[src/rtl/hilbert_scheduler.sv]
// Time-shares a single Hilbert transformer engine across NUM_CH channels captured on a common tick.
// Each channel is issued in turn, its shifted result collected, and all results published together.
module hilbert_scheduler #(
    parameter int NUM_CH  = 2,
    parameter int WIDTH   = 24,
    parameter int TIMEOUT = 64,
    localparam int CW     = (NUM_CH > 1) ? $clog2(NUM_CH) : 1
) (
    input  logic                    clk_i,
    input  logic                    reset_i,
    input  logic                    tick_i,
    input  logic [NUM_CH*WIDTH-1:0] signal_i,
    output logic                    eng_tick_o,
    output logic [CW-1:0]           eng_ch_o,
    output logic [WIDTH-1:0]        eng_signal_o,
    input  logic [WIDTH-1:0]        eng_signal_i,
    input  logic                    eng_done_i,
    output logic [NUM_CH*WIDTH-1:0] signal_o,
    output logic                    valid_o,
    output logic                    busy_o,
    output logic                    timeout_o,
    output logic                    overrun_o,
    output logic [15:0]             overrun_cnt_o,
    input  logic                    clear_i
);

    localparam int TW = $clog2(TIMEOUT);
    localparam logic [TW-1:0] TIMER_LAST = TW'(TIMEOUT - 1);
    localparam logic [CW-1:0] LAST_CH    = CW'(NUM_CH - 1);

    typedef enum logic [1:0] {
        ST_IDLE,
        ST_ISSUE,
        ST_WAIT
    } state_t;

    state_t                    state_q, state_d;
    logic [CW-1:0]             ch_q, ch_d;
    logic [CW-1:0]             ch_inc;
    logic [TW-1:0]             timer_q, timer_d;
    logic [WIDTH-1:0]          sample_q [NUM_CH];
    logic [WIDTH-1:0]          sample_d [NUM_CH];
    logic [WIDTH-1:0]          result_q [NUM_CH];
    logic [WIDTH-1:0]          result_d [NUM_CH];
    logic [WIDTH-1:0]          sig_in   [NUM_CH];
    logic [NUM_CH*WIDTH-1:0]   out_q, out_d;
    logic                      valid_q, valid_d;
    logic                      eng_tick_q, eng_tick_d;
    logic [CW-1:0]             eng_ch_q, eng_ch_d;
    logic [WIDTH-1:0]          eng_sig_q, eng_sig_d;
    logic                      timeout_q, timeout_d;
    logic                      overrun_q, overrun_d;
    logic [15:0]               ocnt_q, ocnt_d;
    logic                      slot_done;

    genvar gi;
    generate
        for (gi = 0; gi < NUM_CH; gi++) begin : g_unpack
            assign sig_in[gi] = signal_i[gi*WIDTH +: WIDTH];
        end
    endgenerate

    assign ch_inc = ch_q + 1'b1;

    always_comb begin
        state_d    = state_q;
        ch_d       = ch_q;
        timer_d    = timer_q;
        sample_d   = sample_q;
        result_d   = result_q;
        out_d      = out_q;
        valid_d    = 1'b0;
        eng_tick_d = 1'b0;
        eng_ch_d   = eng_ch_q;
        eng_sig_d  = eng_sig_q;
        timeout_d  = timeout_q;
        overrun_d  = overrun_q;
        ocnt_d     = ocnt_q;
        slot_done  = 1'b0;

        // Clear first so that an event in the same cycle overrides it below.
        if (clear_i) begin
            timeout_d = 1'b0;
            overrun_d = 1'b0;
            ocnt_d    = '0;
        end

        case (state_q)
            ST_IDLE: begin
                if (tick_i) begin
                    for (int c = 0; c < NUM_CH; c++) begin
                        sample_d[c] = sig_in[c];
                    end
                    ch_d       = '0;
                    state_d    = ST_ISSUE;
                    eng_tick_d = 1'b1;
                    eng_ch_d   = '0;
                    eng_sig_d  = sig_in[0];
                end
            end
            ST_ISSUE: begin
                timer_d = '0;
                state_d = ST_WAIT;
            end
            ST_WAIT: begin
                timer_d = timer_q + 1'b1;
                if (eng_done_i) begin
                    result_d[ch_q] = eng_signal_i;
                    slot_done      = 1'b1;
                end else if (timer_q == TIMER_LAST) begin
                    result_d[ch_q] = '0;
                    timeout_d      = 1'b1;
                    slot_done      = 1'b1;
                end
                if (slot_done) begin
                    if (ch_q != LAST_CH) begin
                        ch_d       = ch_inc;
                        state_d    = ST_ISSUE;
                        eng_tick_d = 1'b1;
                        eng_ch_d   = ch_inc;
                        eng_sig_d  = sample_q[ch_inc];
                    end else begin
                        for (int c = 0; c < NUM_CH; c++) begin
                            out_d[c*WIDTH +: WIDTH] = result_d[c];
                        end
                        valid_d = 1'b1;
                        state_d = ST_IDLE;
                    end
                end
            end
            default: state_d = ST_IDLE;
        endcase

        // A tick while a sequence is in flight is dropped and only counted.
        if (tick_i && (state_q != ST_IDLE)) begin
            overrun_d = 1'b1;
            if (clear_i) begin
                ocnt_d = 16'd1;
            end else if (ocnt_q != 16'hFFFF) begin
                ocnt_d = ocnt_q + 16'd1;
            end
        end
    end

    always_ff @(posedge clk_i or negedge reset_i) begin
        if (!reset_i) begin
            state_q    <= ST_IDLE;
            ch_q       <= '0;
            timer_q    <= '0;
            for (int c = 0; c < NUM_CH; c++) begin
                sample_q[c] <= '0;
                result_q[c] <= '0;
            end
            out_q      <= '0;
            valid_q    <= 1'b0;
            eng_tick_q <= 1'b0;
            eng_ch_q   <= '0;
            eng_sig_q  <= '0;
            timeout_q  <= 1'b0;
            overrun_q  <= 1'b0;
            ocnt_q     <= '0;
        end else begin
            state_q    <= state_d;
            ch_q       <= ch_d;
            timer_q    <= timer_d;
            sample_q   <= sample_d;
            result_q   <= result_d;
            out_q      <= out_d;
            valid_q    <= valid_d;
            eng_tick_q <= eng_tick_d;
            eng_ch_q   <= eng_ch_d;
            eng_sig_q  <= eng_sig_d;
            timeout_q  <= timeout_d;
            overrun_q  <= overrun_d;
            ocnt_q     <= ocnt_d;
        end
    end

    assign eng_tick_o    = eng_tick_q;
    assign eng_ch_o      = eng_ch_q;
    assign eng_signal_o  = eng_sig_q;
    assign signal_o      = out_q;
    assign valid_o       = valid_q;
    assign busy_o        = (state_q != ST_IDLE);
    assign timeout_o     = timeout_q;
    assign overrun_o     = overrun_q;
    assign overrun_cnt_o = ocnt_q;

endmodule
[config.mk]
export PLATFORM = sky130hd
export DESIGN_NAME = hilbert_scheduler
export DESIGN_NICKNAME = d
export VERILOG_FILES = /design/src/rtl/hilbert_scheduler.sv
export SDC_FILE = /design/constraint.sdc
export NUM_CORES = 1
export LEC_CHECK = 0
export BUFFER_PORTS_ARGS = -buffer_cell sky130_fd_sc_hd__buf_2
export CORE_MARGIN = 8
export CORE_UTILIZATION = 42
export CTS_CLUSTER_DIAMETER = 30
export DETAILED_ROUTE_END_ITERATION = 7
export HOLD_SLACK_MARGIN = 0.15
export PLACE_DENSITY = 0.7
export SYNTH_ARGS = -nofsm -noshare
export SYNTH_HDL_FRONTEND = slang
export SYNTH_SLANG_ARGS = --single-unit
export TNS_END_PERCENT = 100
[constraint.sdc]
create_clock -name clk_i -period 5 [get_ports clk_i]
set_input_delay 0.25 -clock clk_i [delete_from_list [all_inputs] [get_ports clk_i]]
set_output_delay 0.25 -clock clk_i [all_outputs]
set_load 0.005 [all_outputs]
==> metrics.txt <==
# IOs 171; Setup Fix Bufs, Post-CTS 0; total CTS buffers 17; ys async rst share 1.000; initial detailed-routing violation count 284; Starting Density 0.4307; Post-Syn Area per Cell 12.63 um2; Synth area leader dfrtp_1; Max Fclk between 200 and 300 MHz; largest net degree at the start of global routing 66; Worst Setup Start Kind flip-flop; final number of hold-violating endpoints 0; worst path required time 5.33 ns; share of cells above drive strength 1 0.3775; register area share after synthesis 0.5825; All-Layer GR Usage 0.1762; CORE AREA between 15,000 and 20,000 um2; post-place setup slack roughly 1.7 ns; CTS sink count 174; Min-Delay Path Class in -> reg; Nets between 900 and 1,000; grt ovf 0; hold path startpoint clear_i; worst vdd ir 0.3123 mV; Area contributors post-synth dfrtp_1 (58%), mux2_2 (15%), a22o_1 (5.6%), mux2i_1 (3.7%), a21oi_1 (2.3%); RR Startpoint state_q[0]; post-route ant nets 0; final weighted congestion in routability-driven placement about 0.8; Area growth syn-to-layout 32.59%; die area about 22,000 um2; vias in the first global route a little over 6,000; DRC 0; CP arrival 3.72 ns; Post-synth EDFFs 0; CP startpoint state_q[0]; global-route wire length before repair 31,370 um; H-tree lvl count 4; Least-Margin Pin Slew between 1 and 1.5 ns; Routed WL 19,260 um; clk_skew ~0.015 ns; outcome complete, no violations; setup TNS 0 ns; Synth Register Bits 174; CTS tree built; Worst Path Max Fanout 61; Ys Warns 0; Via Count around 5,600; RSZ-0062 raised after global routing false; initial antenna violation count 1; Rows 48; Clock Tree Buf Depth 2; post-DP HPWL 12,670 um; Synth top area share 0.5825; Setup crit end kind flip-flop; Max-Slew Margin vs Limit 0.1737; via-per-instance ratio about 5.3; # fillers 1,392; Synth cell types 41; r2r setup slk between 1.5 and 2 ns; die height 149.4 um; min Tclk post-route between 3 and 4 ns; Power Density about 550 nW/um2; crit share post-route 0.6768; drt wl/cell 18.12 um; clock-pin slew on the worst setup and hold paths 0.07 ns; Lkg Pwr around 4.7 nW; maximum capacitance violations 0; Root Driver clkbuf_16; max-slew violations 0; final number of setup-violating endpoints 0; port bufs 170; Cells after Synth approximately 590; Skew-Pair Late Insertion Delay around 0.43 ns; drt first pass iters 4; Die X-Extent 149.4 um; Post-Syn Nets ~680; Crit Path Category reg -> reg; Post-Syn Area 7475 um2; Most used DFF post-synth dfrtp_1; setup slack after layout 1.616 ns
-- worst max-delay path, stage by stage (launching register included) --
cell	delay (ns)
dfrtp_1	0.42
inv_1	0.12
ha_2	0.17
buf_4	0.50
and3b_1	0.94
a41oi_2	0.46
or3_1	0.56
o211ai_1	0.10
-- path summary, 6_finish.rpt --
kind / cells past startpoint / end
min in group asynchronous: 2 / sample_q[14]
worst max-delay path: 7 / state_q[0]
worst max register to register: 7 / state_q[0]
max in group asynchronous: 3 / overrun_cnt_o[4]
worst min register to register: 1 / overrun_o
worst min-delay path: 2 / overrun_cnt_o[2]
-- where the power goes --
| group | switching (mW) | total, mW | internal (mW) |
|---|---|---|---|
| Sequential | 0.313 | 2.28 | 1.97 |
| Combinational | 0.805 | 1.76 | 0.959 |
| Clock | 0.606 | 1.42 | 0.814 |
-- sequential cells by signal, indices dropped and copies added (netlist names), 2 cells and up --
| register | count |
|---|---|
| state_q | 2 |
| result_q | 24 |
| overrun_cnt_o | 16 |
| sample_q | 48 |
| timer_q | 6 |
| eng_signal_o | 24 |
| signal_o | 48 |
-- through the flow --
| step | total power [mW] | area [um2] | utilization | cells | hold WS [ns] |
|---|---|---|---|---|---|
| 2_1_floorplan | 3.369 | 7475 | - | 592 | -0.04559 |
| 3_3_place_gp | 3.921 | 8537 | 0.4919 | 957 | 0.2349 |
| 3_5_place_dp | 4.024 | 8537 | 0.4919 | 957 | 0.2420 |
| 4_1_cts | 5.513 | 9908 | 0.5709 | 1062 | 0.1629 |
| 5_1_grt | 5.814 | 9911 | 0.5710 | 1063 | 0.1986 |
| 6_report | 5.468 | 9911 | 0.5710 | 1063 | 0.1984 |
-- repair_timing --
| item | in CTS | in global routing |
|---|---|---|
| setup endpoints to repair | 0 | 0 |
| gates resized for setup | 0 | 0 |
| hold buffers | 73 | 0 |
| endpoints found under the hold margin | 151 | 0 |
-- layer usage --
layer,track usage,share of wire
met5,0,0
met4,0.05098,0.016
met3,0.05309,0.060
met2,0.2977,0.50
met1,0.2130,0.42
-- cell type report --
type | instances | area (um2) | share of cell area
multi-input combinational | 368 | 2938 | 0.2964
clock inverter | 15 | 215.2 | 0.02171
inverter | 12 | 45.04 | 0.004545
clock buffer | 17 | 425.4 | 0.04292
tap | 225 | 281.5 | 0.02841
sequential | 174 | 4355 | 0.4395
antenna | 1 | 2.502 | 0.0002525
timing repair buffer | 251 | 1648 | 0.1663
-- cells by family after synthesis --
family / after synthesis / share of synthesized area
flip-flops: 174 / 0.5825
AO/OA/AOI/OAI: 117 / 0.1116
multiplexers: 126 / 0.1851
AND/OR/NAND/NOR: 119 / 0.08336
adder cells (fa/ha/maj): 6 / 0.01004
buffers and inverters: 50 / 0.02728
-- layout by cell type, fill, tap and decap left out, types with 4 or more instances in the layout --
master,n
nor2_1,32
nand3_1,9
dlygate4sd3_1,73
buf_2,169
clkbuf_16,17
o21ai_0,10
mux2i_1,28
a21oi_1,35
ha_1,5
nand2_1,16
inv_1,12
nor4_1,5
dfrtp_1,173
nor3_1,10
o31ai_1,6
mux2_2,98
buf_4,8
or4_1,4
a22o_1,48
or3_1,8
nand2b_1,16
inv_6,5
-- synth_stat cells (all sizes together) (2+ instances only) --
master    n
nor3     10
o21ai    11
or3       8
mux2     98
and2      2
nand3    10
inv      12
and4      2
o22ai     2
o31a      2
nand4     4
and3      3
mux2i    28
or4       4
nor2b     3
clkbuf   22
dfrtp   174
buf      16
nor4      5
o21a      2
o31ai     6
nand2    17
nand2b   16
a31oi     2
a21oi    35
o211ai    3
ha        6
nor2     32
a22o     48
a21o      3
Note: power is estimated with default switching activity, not from simulation.
